File: config.mk
export PLATFORM = sky130hd
export DESIGN_NAME = alu_ctrl_issue
export DESIGN_NICKNAME = d
export VERILOG_FILES = /design/src/rtl/alu_ctrl_pkg.sv /design/src/rtl/alu_ctrl_dec.sv /design/src/rtl/alu_ctrl_issue.sv
export SDC_FILE = /design/constraint.sdc
export NUM_CORES = 1
export LEC_CHECK = 0
export ABC_AREA = 1
export CAP_MARGIN = 30
export CORE_UTILIZATION = 40
export DETAILED_ROUTE_END_ITERATION = 8
export DONT_BUFFER_PORTS = 1
export PLACE_DENSITY_LB_ADDON = 0.08
export SLEW_MARGIN = 15
export SYNTH_ARGS = -nofsm -noshare
export SYNTH_HDL_FRONTEND = slang
export SYNTH_SLANG_ARGS = --single-unit
File: constraint.sdc
create_clock -name clk_i -period 2 [get_ports clk_i]
set_clock_uncertainty 0.15 [all_clocks]
set_input_delay 0.4 -clock clk_i [delete_from_list [all_inputs] [get_ports clk_i]]
set_output_delay 0.4 -clock clk_i [all_outputs]
set_load 0.005 [all_outputs]
File: src/rtl/alu_ctrl_pkg.sv
// Shared constants, FIFO state encoding and entry layout for the ALU issue block.
// ALU_ISSUE_ILLEGAL_EN adds a per-entry illegal flag.
package alu_ctrl_pkg;

  localparam logic [3:0] ALU_AND  = 4'b0000;
  localparam logic [3:0] ALU_OR   = 4'b0001;
  localparam logic [3:0] ALU_ADD  = 4'b0010;
  localparam logic [3:0] ALU_SUB  = 4'b0110;
  localparam logic [3:0] ALU_SLTU = 4'b0111;
  localparam logic [3:0] ALU_SLT  = 4'b1000;
  localparam logic [3:0] ALU_SRA  = 4'b1001;
  localparam logic [3:0] ALU_LUI  = 4'b1011;

  localparam logic [5:0] OP_RTYPE = 6'b000000;
  localparam logic [5:0] OP_BEQ   = 6'b000100;
  localparam logic [5:0] OP_BNE   = 6'b000101;
  localparam logic [5:0] OP_ADDI  = 6'b001000;
  localparam logic [5:0] OP_SLTIU = 6'b001011;
  localparam logic [5:0] OP_ORI   = 6'b001101;
  localparam logic [5:0] OP_LUI   = 6'b001111;

  localparam logic [5:0] FN_ADDU = 6'b100001;
  localparam logic [5:0] FN_SUBU = 6'b100011;
  localparam logic [5:0] FN_AND  = 6'b100100;
  localparam logic [5:0] FN_OR   = 6'b100101;
  localparam logic [5:0] FN_SLT  = 6'b101010;
  localparam logic [5:0] FN_SLTU = 6'b101011;
  localparam logic [5:0] FN_SRA  = 6'b000011;
  localparam logic [5:0] FN_SRAV = 6'b000111;

  typedef enum logic [1:0] {
    ST_EMPTY = 2'b00,
    ST_HALF  = 2'b01,
    ST_FULL  = 2'b10
  } fifo_state_e;

  typedef struct packed {
    logic [3:0] ctrl;
    logic       imm_sel;
    logic       shamt_sel;
`ifdef ALU_ISSUE_ILLEGAL_EN
    logic       illegal;
`endif
  } alu_entry_t;

endpackage

File: src/rtl/alu_ctrl_dec.sv
// Combinational MIPS opcode/funct to ALU control decoder.
// Sets the illegal flag only when ALU_ISSUE_ILLEGAL_EN is defined.
module alu_ctrl_dec
  import alu_ctrl_pkg::*;
(
  input  logic [5:0] opcode_i,
  input  logic [5:0] funct_i,
  output alu_entry_t entry_o
);

  always_comb begin
    entry_o      = '0;
    entry_o.ctrl = ALU_ADD;
    unique case (1'b1)
      (opcode_i == OP_RTYPE): begin
        unique case (funct_i)
          FN_ADDU: entry_o.ctrl = ALU_ADD;
          FN_SUBU: entry_o.ctrl = ALU_SUB;
          FN_AND:  entry_o.ctrl = ALU_AND;
          FN_OR:   entry_o.ctrl = ALU_OR;
          FN_SLT:  entry_o.ctrl = ALU_SLT;
          FN_SLTU: entry_o.ctrl = ALU_SLTU;
          FN_SRA: begin
            entry_o.ctrl      = ALU_SRA;
            entry_o.shamt_sel = 1'b1;
          end
          FN_SRAV: entry_o.ctrl = ALU_SRA;
          default: begin
`ifdef ALU_ISSUE_ILLEGAL_EN
            entry_o.illegal = 1'b1;
`endif
          end
        endcase
      end
      (opcode_i == OP_BEQ),
      (opcode_i == OP_BNE): entry_o.ctrl = ALU_SUB;
      (opcode_i == OP_ADDI): begin
        entry_o.ctrl    = ALU_ADD;
        entry_o.imm_sel = 1'b1;
      end
      (opcode_i == OP_SLTIU): begin
        entry_o.ctrl    = ALU_SLTU;
        entry_o.imm_sel = 1'b1;
      end
      (opcode_i == OP_ORI): begin
        entry_o.ctrl    = ALU_OR;
        entry_o.imm_sel = 1'b1;
      end
      (opcode_i == OP_LUI): begin
        entry_o.ctrl    = ALU_LUI;
        entry_o.imm_sel = 1'b1;
      end
      default: begin
`ifdef ALU_ISSUE_ILLEGAL_EN
        entry_o.illegal = 1'b1;
`endif
      end
    endcase
  end

endmodule

File: src/rtl/alu_ctrl_issue.sv
// Decode-and-issue stage: decodes ALU ops into a 2-entry in-order FIFO.
// ALU_ISSUE_ILLEGAL_EN adds illegal_o and a saturating illegal_cnt_o.
module alu_ctrl_issue
  import alu_ctrl_pkg::*;
(
  input  logic       clk_i,
  input  logic       rst_i,
  input  logic       instr_valid_i,
  output logic       instr_ready_o,
  input  logic [5:0] opcode_i,
  input  logic [5:0] funct_i,
  output logic       ctrl_valid_o,
  input  logic       ctrl_ready_i,
  output logic [3:0] ctrl_o,
  output logic       imm_sel_o,
`ifdef ALU_ISSUE_ILLEGAL_EN
  output logic       shamt_sel_o,
  output logic       illegal_o,
  output logic [7:0] illegal_cnt_o
`else
  output logic       shamt_sel_o
`endif
);

  fifo_state_e state_q, state_d;
  alu_entry_t  head_q, head_d;
  alu_entry_t  tail_q, tail_d;
  alu_entry_t  dec_e;
  logic        ready_q, ready_d;
  logic        push, pop;

  alu_ctrl_dec u_dec (
    .opcode_i (opcode_i),
    .funct_i  (funct_i),
    .entry_o  (dec_e)
  );

  // ready is a flop so it stays low through reset and rises on the first edge
  assign push = instr_valid_i & ready_q;
  assign pop  = (state_q != ST_EMPTY) & ctrl_ready_i;

  always_comb begin
    state_d = state_q;
    head_d  = head_q;
    tail_d  = tail_q;
    unique case (state_q)
      ST_EMPTY: begin
        if (push) begin
          state_d = ST_HALF;
          head_d  = dec_e;
        end
      end
      ST_HALF: begin
        if (push && pop) begin
          head_d = dec_e;
        end else if (push) begin
          state_d = ST_FULL;
          tail_d  = dec_e;
        end else if (pop) begin
          state_d = ST_EMPTY;
          head_d  = '0;
        end
      end
      ST_FULL: begin
        if (pop) begin
          state_d = ST_HALF;
          head_d  = tail_q;
          tail_d  = '0;
        end
      end
      default: begin
        state_d = ST_EMPTY;
        head_d  = '0;
        tail_d  = '0;
      end
    endcase
    ready_d = (state_d != ST_FULL);
  end

  always_ff @(posedge clk_i or negedge rst_i) begin
    if (!rst_i) begin
      state_q <= ST_EMPTY;
      head_q  <= '0;
      tail_q  <= '0;
      ready_q <= 1'b0;
    end else begin
      state_q <= state_d;
      head_q  <= head_d;
      tail_q  <= tail_d;
      ready_q <= ready_d;
    end
  end

  assign instr_ready_o = ready_q;
  assign ctrl_valid_o  = (state_q != ST_EMPTY);
  assign ctrl_o        = head_q.ctrl;
  assign imm_sel_o     = head_q.imm_sel;
  assign shamt_sel_o   = head_q.shamt_sel;

`ifdef ALU_ISSUE_ILLEGAL_EN
  logic [7:0] cnt_q, cnt_d;

  always_comb begin
    cnt_d = cnt_q;
    if (push && dec_e.illegal && (cnt_q != 8'hFF)) begin
      cnt_d = cnt_q + 8'd1;
    end
  end

  always_ff @(posedge clk_i or negedge rst_i) begin
    if (!rst_i) begin
      cnt_q <= 8'h00;
    end else begin
      cnt_q <= cnt_d;
    end
  end

  assign illegal_o     = head_q.illegal;
  assign illegal_cnt_o = cnt_q;
`endif

endmodule

==> results of run 1 <==
==> registers in the layout, summed over array words and instances (netlist names) <==
signal,count
tail_q,6
ctrl_o,4
state_q,2
imm_sel_o,1
instr_ready_o,1
shamt_sel_o,1
==> cells in the mapped netlist, drive strengths merged <==
master | count | area share (%)
inv | 20 | 7.6
a21boi | 1 | 0.76
xor2 | 1 | 0.88
o21ai | 11 | 5.6
o21ba | 1 | 1.0
nand4 | 3 | 1.9
dfrtp | 15 | 38
nand2 | 53 | 21
a22oi | 1 | 0.76
and3 | 1 | 1.1
nand3 | 12 | 6.1
a21oi | 4 | 2.0
or2 | 1 | 0.63
nor2 | 25 | 12
o211ai | 1 | 1.3
==> routing by layer <==
layer	global-route usage, %	wire length [um]	vias up
li1	-	-	488
met1	24.4	1040	398
met2	27.1	858	40
met3	5.85	138	2
met4	3.15	14	0
met5	0	0	-
==> stage by stage <==
| stage | setup slack (ps) | hold WS [ps] | utilization, % | cells |
|---|---|---|---|---|
| 4_1_cts | 350 | 190 | 47.0 | 184 |
| 5_1_grt | 258 | 208 | 47.0 | 184 |
| 2_1_floorplan | 446 | -45.6 | - | 150 |
| 3_5_place_dp | 307 | -45.3 | 45.4 | 179 |
| 6_report | 362 | 199 | 47.0 | 184 |
| 3_3_place_gp | 317 | -45.3 | 45.4 | 179 |
==> kinds of logic (layout without fill, tap and decap cells) <==
logic type,count (synthesis),after routing,synth area share (%)
DFF,15,15,37.9
xor gates and xnor gates,1,1,0.884
and+or+nand+nor,95,95,42.3
AOI/OAI and AO/OA,19,19,11.4
buffers and inverters,20,26,7.58
==> power groups by stage <==
stage | registers, W | clock network (W) | logic (W)
finish | 0.000427 | 0.000165 | 0.000470
global route | 0.000437 | 0.000186 | 0.000539
CTS | 0.000427 | 0.000175 | 0.000468
detailed placement | 0.000433 | 0 | 0.000459
global placement | 0.000432 | 0 | 0.000458
floorplan | 0.000422 | 0 | 0.000365
==> worst max-delay path by stage <==
stage,startpoint,endpoint
2_1_floorplan,opcode_i[1],ctrl_o[1]
3_3_place_gp,opcode_i[1],ctrl_o[1]
3_5_place_dp,funct_i[5],ctrl_o[1]
4_1_cts,state_q[1],ctrl_valid_o
5_1_grt,instr_ready_o,tail_q[2]
6_report,state_q[1],ctrl_valid_o
==> final cells by class <==
| type | count | area share [%] |
|---|---|---|
| Inverter | 20 | 7.02 |
| Sequential cell | 15 | 35.1 |
| Clock buffer | 4 | 2.46 |
| Timing Repair Buffer | 2 | 1.64 |
| Multi-Input combinational cell | 115 | 50.5 |
| Tap cell | 28 | 3.27 |
==> critical path, cell delays in order, from the launching register on <==
cell,delay [ps]
dfrtp_1,450
nor2_2,250
inv_1,110
==> layout by cell type, fill, tap and decap left out <==
cell type and instances:
nor2_4 2, or2_1 1, a21boi_1 1, o211ai_2 1
nand4_1 3, clkbuf_4 3, nor2_2 4, o21ba_2 1
nand2_2 2, dfrtp_1 15, nand3_1 12, buf_4 1
nand2_1 51, nor2_1 19, o21ai_0 8, dlygate4sd3_1 1
and3_4 1, clkbuf_1 1, a21oi_1 4, o21ai_1 3
inv_1 14, inv_2 6, xor2_1 1, a22oi_1 1
==> what timing repair did <==
| item | 4_1_cts | 5_1_grt |
|---|---|---|
| hold buffers | 1 | 0 |
| endpoints found under the hold margin | 15 | 0 |
| setup endpoints to repair | 0 | 0 |
==> results summary, run 1 <==
The endpoint identified for the worst register-to-register timing path is tail_q[5]. TritonCTS built the clock tree. The data arrival time of the critical path is 1090 ps.

After clock tree synthesis, the setup repair step added 0 buffers. In this run the deepest clock path goes through 2 buffers. The number of top-level pins is 24. The clock share of power is 15.5%. The detail route stage leaves a number of antenna-violating nets equal to 0.

The worst pin sits at a relative slew slack of 56.1%. The design draws 0.00106 W. In the synthesized netlist, the number of instances is 150.

The number of buffers added by the clock tree synthesis step is 3. The detailed placement HPWL came out at 1680 um. In this run the worst hold path is classified as primary input to register.

Combinational logic burns 44.3% of the power. Wires add up to 2050 um. The highest attainable clock frequency is 610 MHz.

Summing all multi-input logic gate instances after layout gives 541 um2. Entering global routing, the biggest net connects 16 pins. The total routing resource utilization after global routing came out at 17.7%. The synthesis-to-layout area growth is 7.95%.

The worst hold path was traced through 3 stages. The total overflow left after global routing is 0. The launch point of the worst reg-to-reg path is state_q[1]. The CTS H-tree depth came out at 1.

For this configuration, the core starts out at a cell density of 43.5%. The total count of hold-check failures in the final report came out at 0. STA classifies the critical path endpoint as a primary output. The switching component of the power is 0.000463 W. The sequential element share of the synthesized area is 37.9%. The count of standard-cell rows came out at 17. The synthesis warning total is 0. The first TritonRoute pass finished after 4 iterations. The via count of the first global-routing pass is 796. The final worst-path cycle share is 81.9%. The tree is rooted in a clkbuf_4. The final route contains 928 vias.

The max-slew violation count came out at 0. The mean area per synthesized cell came out at 6.61 um2. The total power per unit cell area came out at 993 nW/um2. The layout net count came out at 173. The post-CTS clock slew at the launch and capture registers of the worst setup and hold paths came out at 80 ps. The violation count after the first detailed-routing iteration is 31. The startpoint identified for the worst hold timing path is funct_i[2]. Of all nets on the critical path, the largest fanout is 6.

The design internal power is 0.000599 W. Summing all flip-flop and latch instances after layout gives 375 um2. The final weighted congestion of routability-driven global placement came out at 0.829. Setup repair after global routing left no endpoint under its margin. The final setup TNS is 0 ps. The worst register-to-register path has a setup slack of 400 ps. STA classifies the critical path startpoint as a register. After detailed routing, the average wire length per cell comes to 11.2 um. The count of buffers added on input and output ports is 0. The relative contribution of sequential cells to total power came out at 40.2%. The core region area is 2280 um2.

The floorplan step defined a die boundary enclosing 2680 um2. The floorplan step set the die width to 51.8 um. The final-layout fill cell count is 233. The fraction of final layout cells with drive strength greater than 1 is 13.5%. The setup path with the least slack is of type register to primary output.

The worst supply voltage drop on vdd is 0.000828 V. The reported leakage power is 0.568 nW. The setup-violating endpoint count in the final report is 0. The flow ran to the end, and the final reports show no timing, DRC or antenna violations.

The worst min-delay path endpoint is tail_q[0]. The height of the die came out at 51.8 um. The synthesized netlist net count is 166.

Across the run, the number of max-cap violations was 0. The first-pass GRT wire length is 3510 um. The worst-case reg-to-reg path depth came out at 7. The count of distinct cell types in the synthesized netlist is 20. The synthesized area is 991 um2.

The number of clock sinks seen by CTS came out at 15. The number of antenna violations at the first check in global routing came out at 0. The clock insertion delay at the later pin of the skew report came out at 280 ps. The actual slew at the worst max-slew pin is 656 ps. The post-route cell area is 1070 um2.

Synthesis inferred 15 register bits. The via density per instance came out at 5.04. After detailed routing, the number of remaining DRC violations is 0. The fraction of power spent switching nets is 43.6%.

After clock tree synthesis, the repair step resized 0 gates. The minimum clock period is 1640 ps. Data on the critical path is required at its endpoint by 1450 ps.

The number of antenna diodes in the final layout is 0. After detailed placement, the total cell area comes to 1030 um2.
No activity file was read; power rests on OpenSTA's default activity.
==> run 2, diff against run 1 <==
==> constraint.sdc (replaced) <==
create_clock -name clk_i -period 1.7 [get_ports clk_i]
set_clock_uncertainty 0.15 [all_clocks]
set_input_delay 0.34 -clock clk_i [delete_from_list [all_inputs] [get_ports clk_i]]
set_output_delay 0.34 -clock clk_i [all_outputs]
set_load 0.005 [all_outputs]
==> run 2 against run 1 <==
Effect of this change:
- clock power increased by 24%
- power increased by 25%
- cell area increased by 2.2%
- via count decreased by 1.1%
- sequential share of layout area decreased by 0.65 points
- sequential power increased by 18%
- critical path depth increased by 6
- cell count increased by 1.6%
- core utilization increased by 1.0 points
- highest routed layer unchanged
==> results summary, run 2 (synthesis results as in run 1) <==
The max-slew violation count was 0 (unchanged). The longest individual stage delay on the worst path came out at 420 ps (-30 ps). The hold slack is 114 ps (-84.4 ps).

The library cell used most frequently in the layout, excluding fill and tap cells, is nand2_1. The design internal power is 0.000744 W (+24%). The master cell of the clock root buffer is clkbuf_4. The combinational cell fraction of total power came out at 46.6% (+2.3 points). The clock share of power came out at 15.4% (about the same).

TritonCTS built the clock tree. The reported leakage power is 0.581 nW (+2.4%). The final setup TNS is 0 ps (unchanged).

The number of antenna-violating nets in the routed design came out at 0 (unchanged). The synthesis-to-layout area growth is 10.4%. The count of TritonRoute iterations in the first routing pass came out at 4 (unchanged).

The slowest cell on the critical path is dfrtp_2. The highest fanout seen on the critical path is 7 (+1). The total via count after detailed routing is 918 (-1.1%).

The critical path in this run is classified as register to register. The number of buffers on the longest clock path is 2 (unchanged). The combined buffer and inverter count along the critical path is 3 (+2). The cell family contributing the most delay on the critical path is simple AND/OR/NAND/NOR gates. STA classifies the critical path endpoint as a register. The post-CTS clock slew at the launch and capture registers of the worst setup and hold paths is 100 ps (+20 ps).

The area of the die is 2680 um2 (unchanged). The relative contribution of sequential cells to total power is 38.0% (-2.2 points). The fraction of power spent switching nets came out at 43.9% (+0.34 points). The effective utilization at floorplan came out at 43.5% (unchanged). The number of antenna violations at the first check in global routing came to 0 (unchanged). The core region area is 2280 um2 (unchanged). The worst setup path is launched from a register. Traced cell by cell, the critical path runs through inv_2, nor2_4, inv_2, nor2_1, inv_1, and3_4, nand2_2, o21ai_0.

The number of top-level pins was 24 (unchanged). The remaining routing DRC violations is 0 (unchanged). The worst supply voltage drop on vdd was 0.000864 V (+4.3%). The minimum clock period came out at 1560 ps.

The highest attainable clock frequency came out at 642 MHz. The total power per unit cell area was 1210 nW/um2 (+22%). Among the stages of the critical path, the cell type that occurs most often is inv_2. The number of buffers added by the clock tree synthesis step came out at 3 (unchanged). The worst register-to-register path begins at state_q[1]. Setup repair after global routing left no endpoint under its margin.

The violation count after the first detailed-routing iteration is 17 (-45%). The total congestion overflow came out at 0 (unchanged). The via density per instance was 4.91 (-2.7%). The via count of the first global-routing pass came out at 898 (+13%). The CTS H-tree depth came out at 1 (unchanged). The horizontal die dimension came to 51.8 um (unchanged).

The worst hold path belongs to the class primary input to register. The required time reported for the critical path endpoint is 1710 ps (+260 ps). The end-of-flow core utilization came to 48.0% (+1.0 points). The post-route cell area is 1090 um2 (+2.2%). The startpoint identified for the worst hold timing path is funct_i[2]. The number of flip-flops under the largest register name is 6 (unchanged). The instance area after placement is 1060 um2 (+2.2%). The top cell types in the final layout, fill and taps aside, are nand2_1 (51), nor2_1 (19), inv_1 (14), dfrtp_1 (14), nand3_1 (12). The maximum number of pins on one net before global-route repair is 16 (unchanged).

The first-pass GRT wire length is 3750 um (+7.1%). The count of standard-cell rows is 17 (unchanged). The final worst-path cycle share is 91.6%.

The total routing resource utilization after global routing is 19.1% (+1.4 points). The switching component of the power is 0.000583 W (+26%). The layout net count is 176 (+1.7%).

The normalized max-slew margin came out at 54.7% (-1.4 points). The fraction of final layout cells with drive strength greater than 1 is 15.7% (+2.3 points). The final-layout fill cell count is 224 (-3.9%). The number of max-capacitance violations reported came out at 0 (unchanged).

The critical path starts at state_q[1]. The total count of hold-check failures in the final report came out at 0 (unchanged). The average detailed-routed wire length per instance is 11.4 um (+2.6%). The total wire length after detailed routing was 2140 um (+4.2%). The data arrival time of the critical path is 1570 ps (+480 ps). The clock insertion delay at the later pin of the skew report was 270 ps (about the same). The height of the die is 51.8 um (unchanged). The detailed placement HPWL is 1690 um (+0.72%). The flow ran to the end, and the final reports show no timing, DRC or antenna violations.

The actual slew at the worst max-slew pin is 678 ps (+21.5 ps). The final weighted congestion of routability-driven global placement came to 0.788 (-4.9%). tail_q holds more flip-flops than any other register. The setup-violating endpoint count in the final report is 0 (unchanged). The count of buffers inserted at the top-level ports came to 0 (unchanged). The number of clock sinks seen by CTS was 15 (unchanged). The final antenna diode count is 0 (unchanged). The post-CTS setup buffer count was 0 (unchanged).
-- run 2: changes by cell type in the layout (fill, tap and decap cells not counted) --
cell     delta
buf_4       +3
dfrtp_1     -1
dfrtp_2     +1
-- run 2: what timing repair did --
item	in CTS	in global routing
hold endpoints to repair	15	0
hold buffers	1	0
endpoints found under the setup margin	0	8
resized for setup	0	1
-- run 2: power by group through the flow --
stage / clock network (W) / registers (W) / logic [W]
2_1_floorplan: 0 / 0.000496 / 0.000430
3_3_place_gp: 0 / 0.000508 / 0.000603
3_5_place_dp: 0 / 0.000510 / 0.000602
4_1_cts: 0.000210 / 0.000502 / 0.000616
5_1_grt: 0.000223 / 0.000510 / 0.000705
6_report: 0.000205 / 0.000504 / 0.000619
-- run 2: layout make-up --
class                           count  area (um2)  share of cell area (%)
Multi-Input combinational cell    115         541                    49.4
Sequential cell                    15         377                    34.4
Inverter                           20        75.1                    6.86
Timing Repair Buffer                5        40.0                    3.66
Tap cell                           28        35.0                    3.20
Clock buffer                        4        26.3                    2.40
-- run 2: worst register-to-register path, cell delays in order, from the launching register on --
cell,delay (ps)
dfrtp_2,420
inv_2,70
nor2_4,180
inv_2,60
nor2_1,110
inv_1,60
and3_4,180
nand2_2,110
o21ai_0,100
-- run 2: final timing paths --
path                                    to  slack, ps  cells past startpoint
worst max-delay path             tail_q[2]        140                      8
worst min-delay path             tail_q[0]        110                      3
worst max register to register   tail_q[2]        140                      8
worst min register to register   tail_q[4]        350                      2
max in group asynchronous       state_q[1]        540                      1
min in group asynchronous        ctrl_o[0]        370                      1
-- run 2: metrics by stage --
stage	instances	setup slack (ps)	power (W)
after floorplan	150	206	0.000926
after global placement	182	104	0.00111
after detailed placement	182	84.4	0.00111
after CTS	187	69.6	0.00133
after global routing	187	22.8	0.00144
final	187	143	0.00133
-- run 2: layer usage --
metal / part of all wire (%) / track usage (%)
met1: 51 / 26.0
met4: 0.84 / 4.05
met2: 42 / 30.1
met3: 6.2 / 5.26
met5: 0 / 0
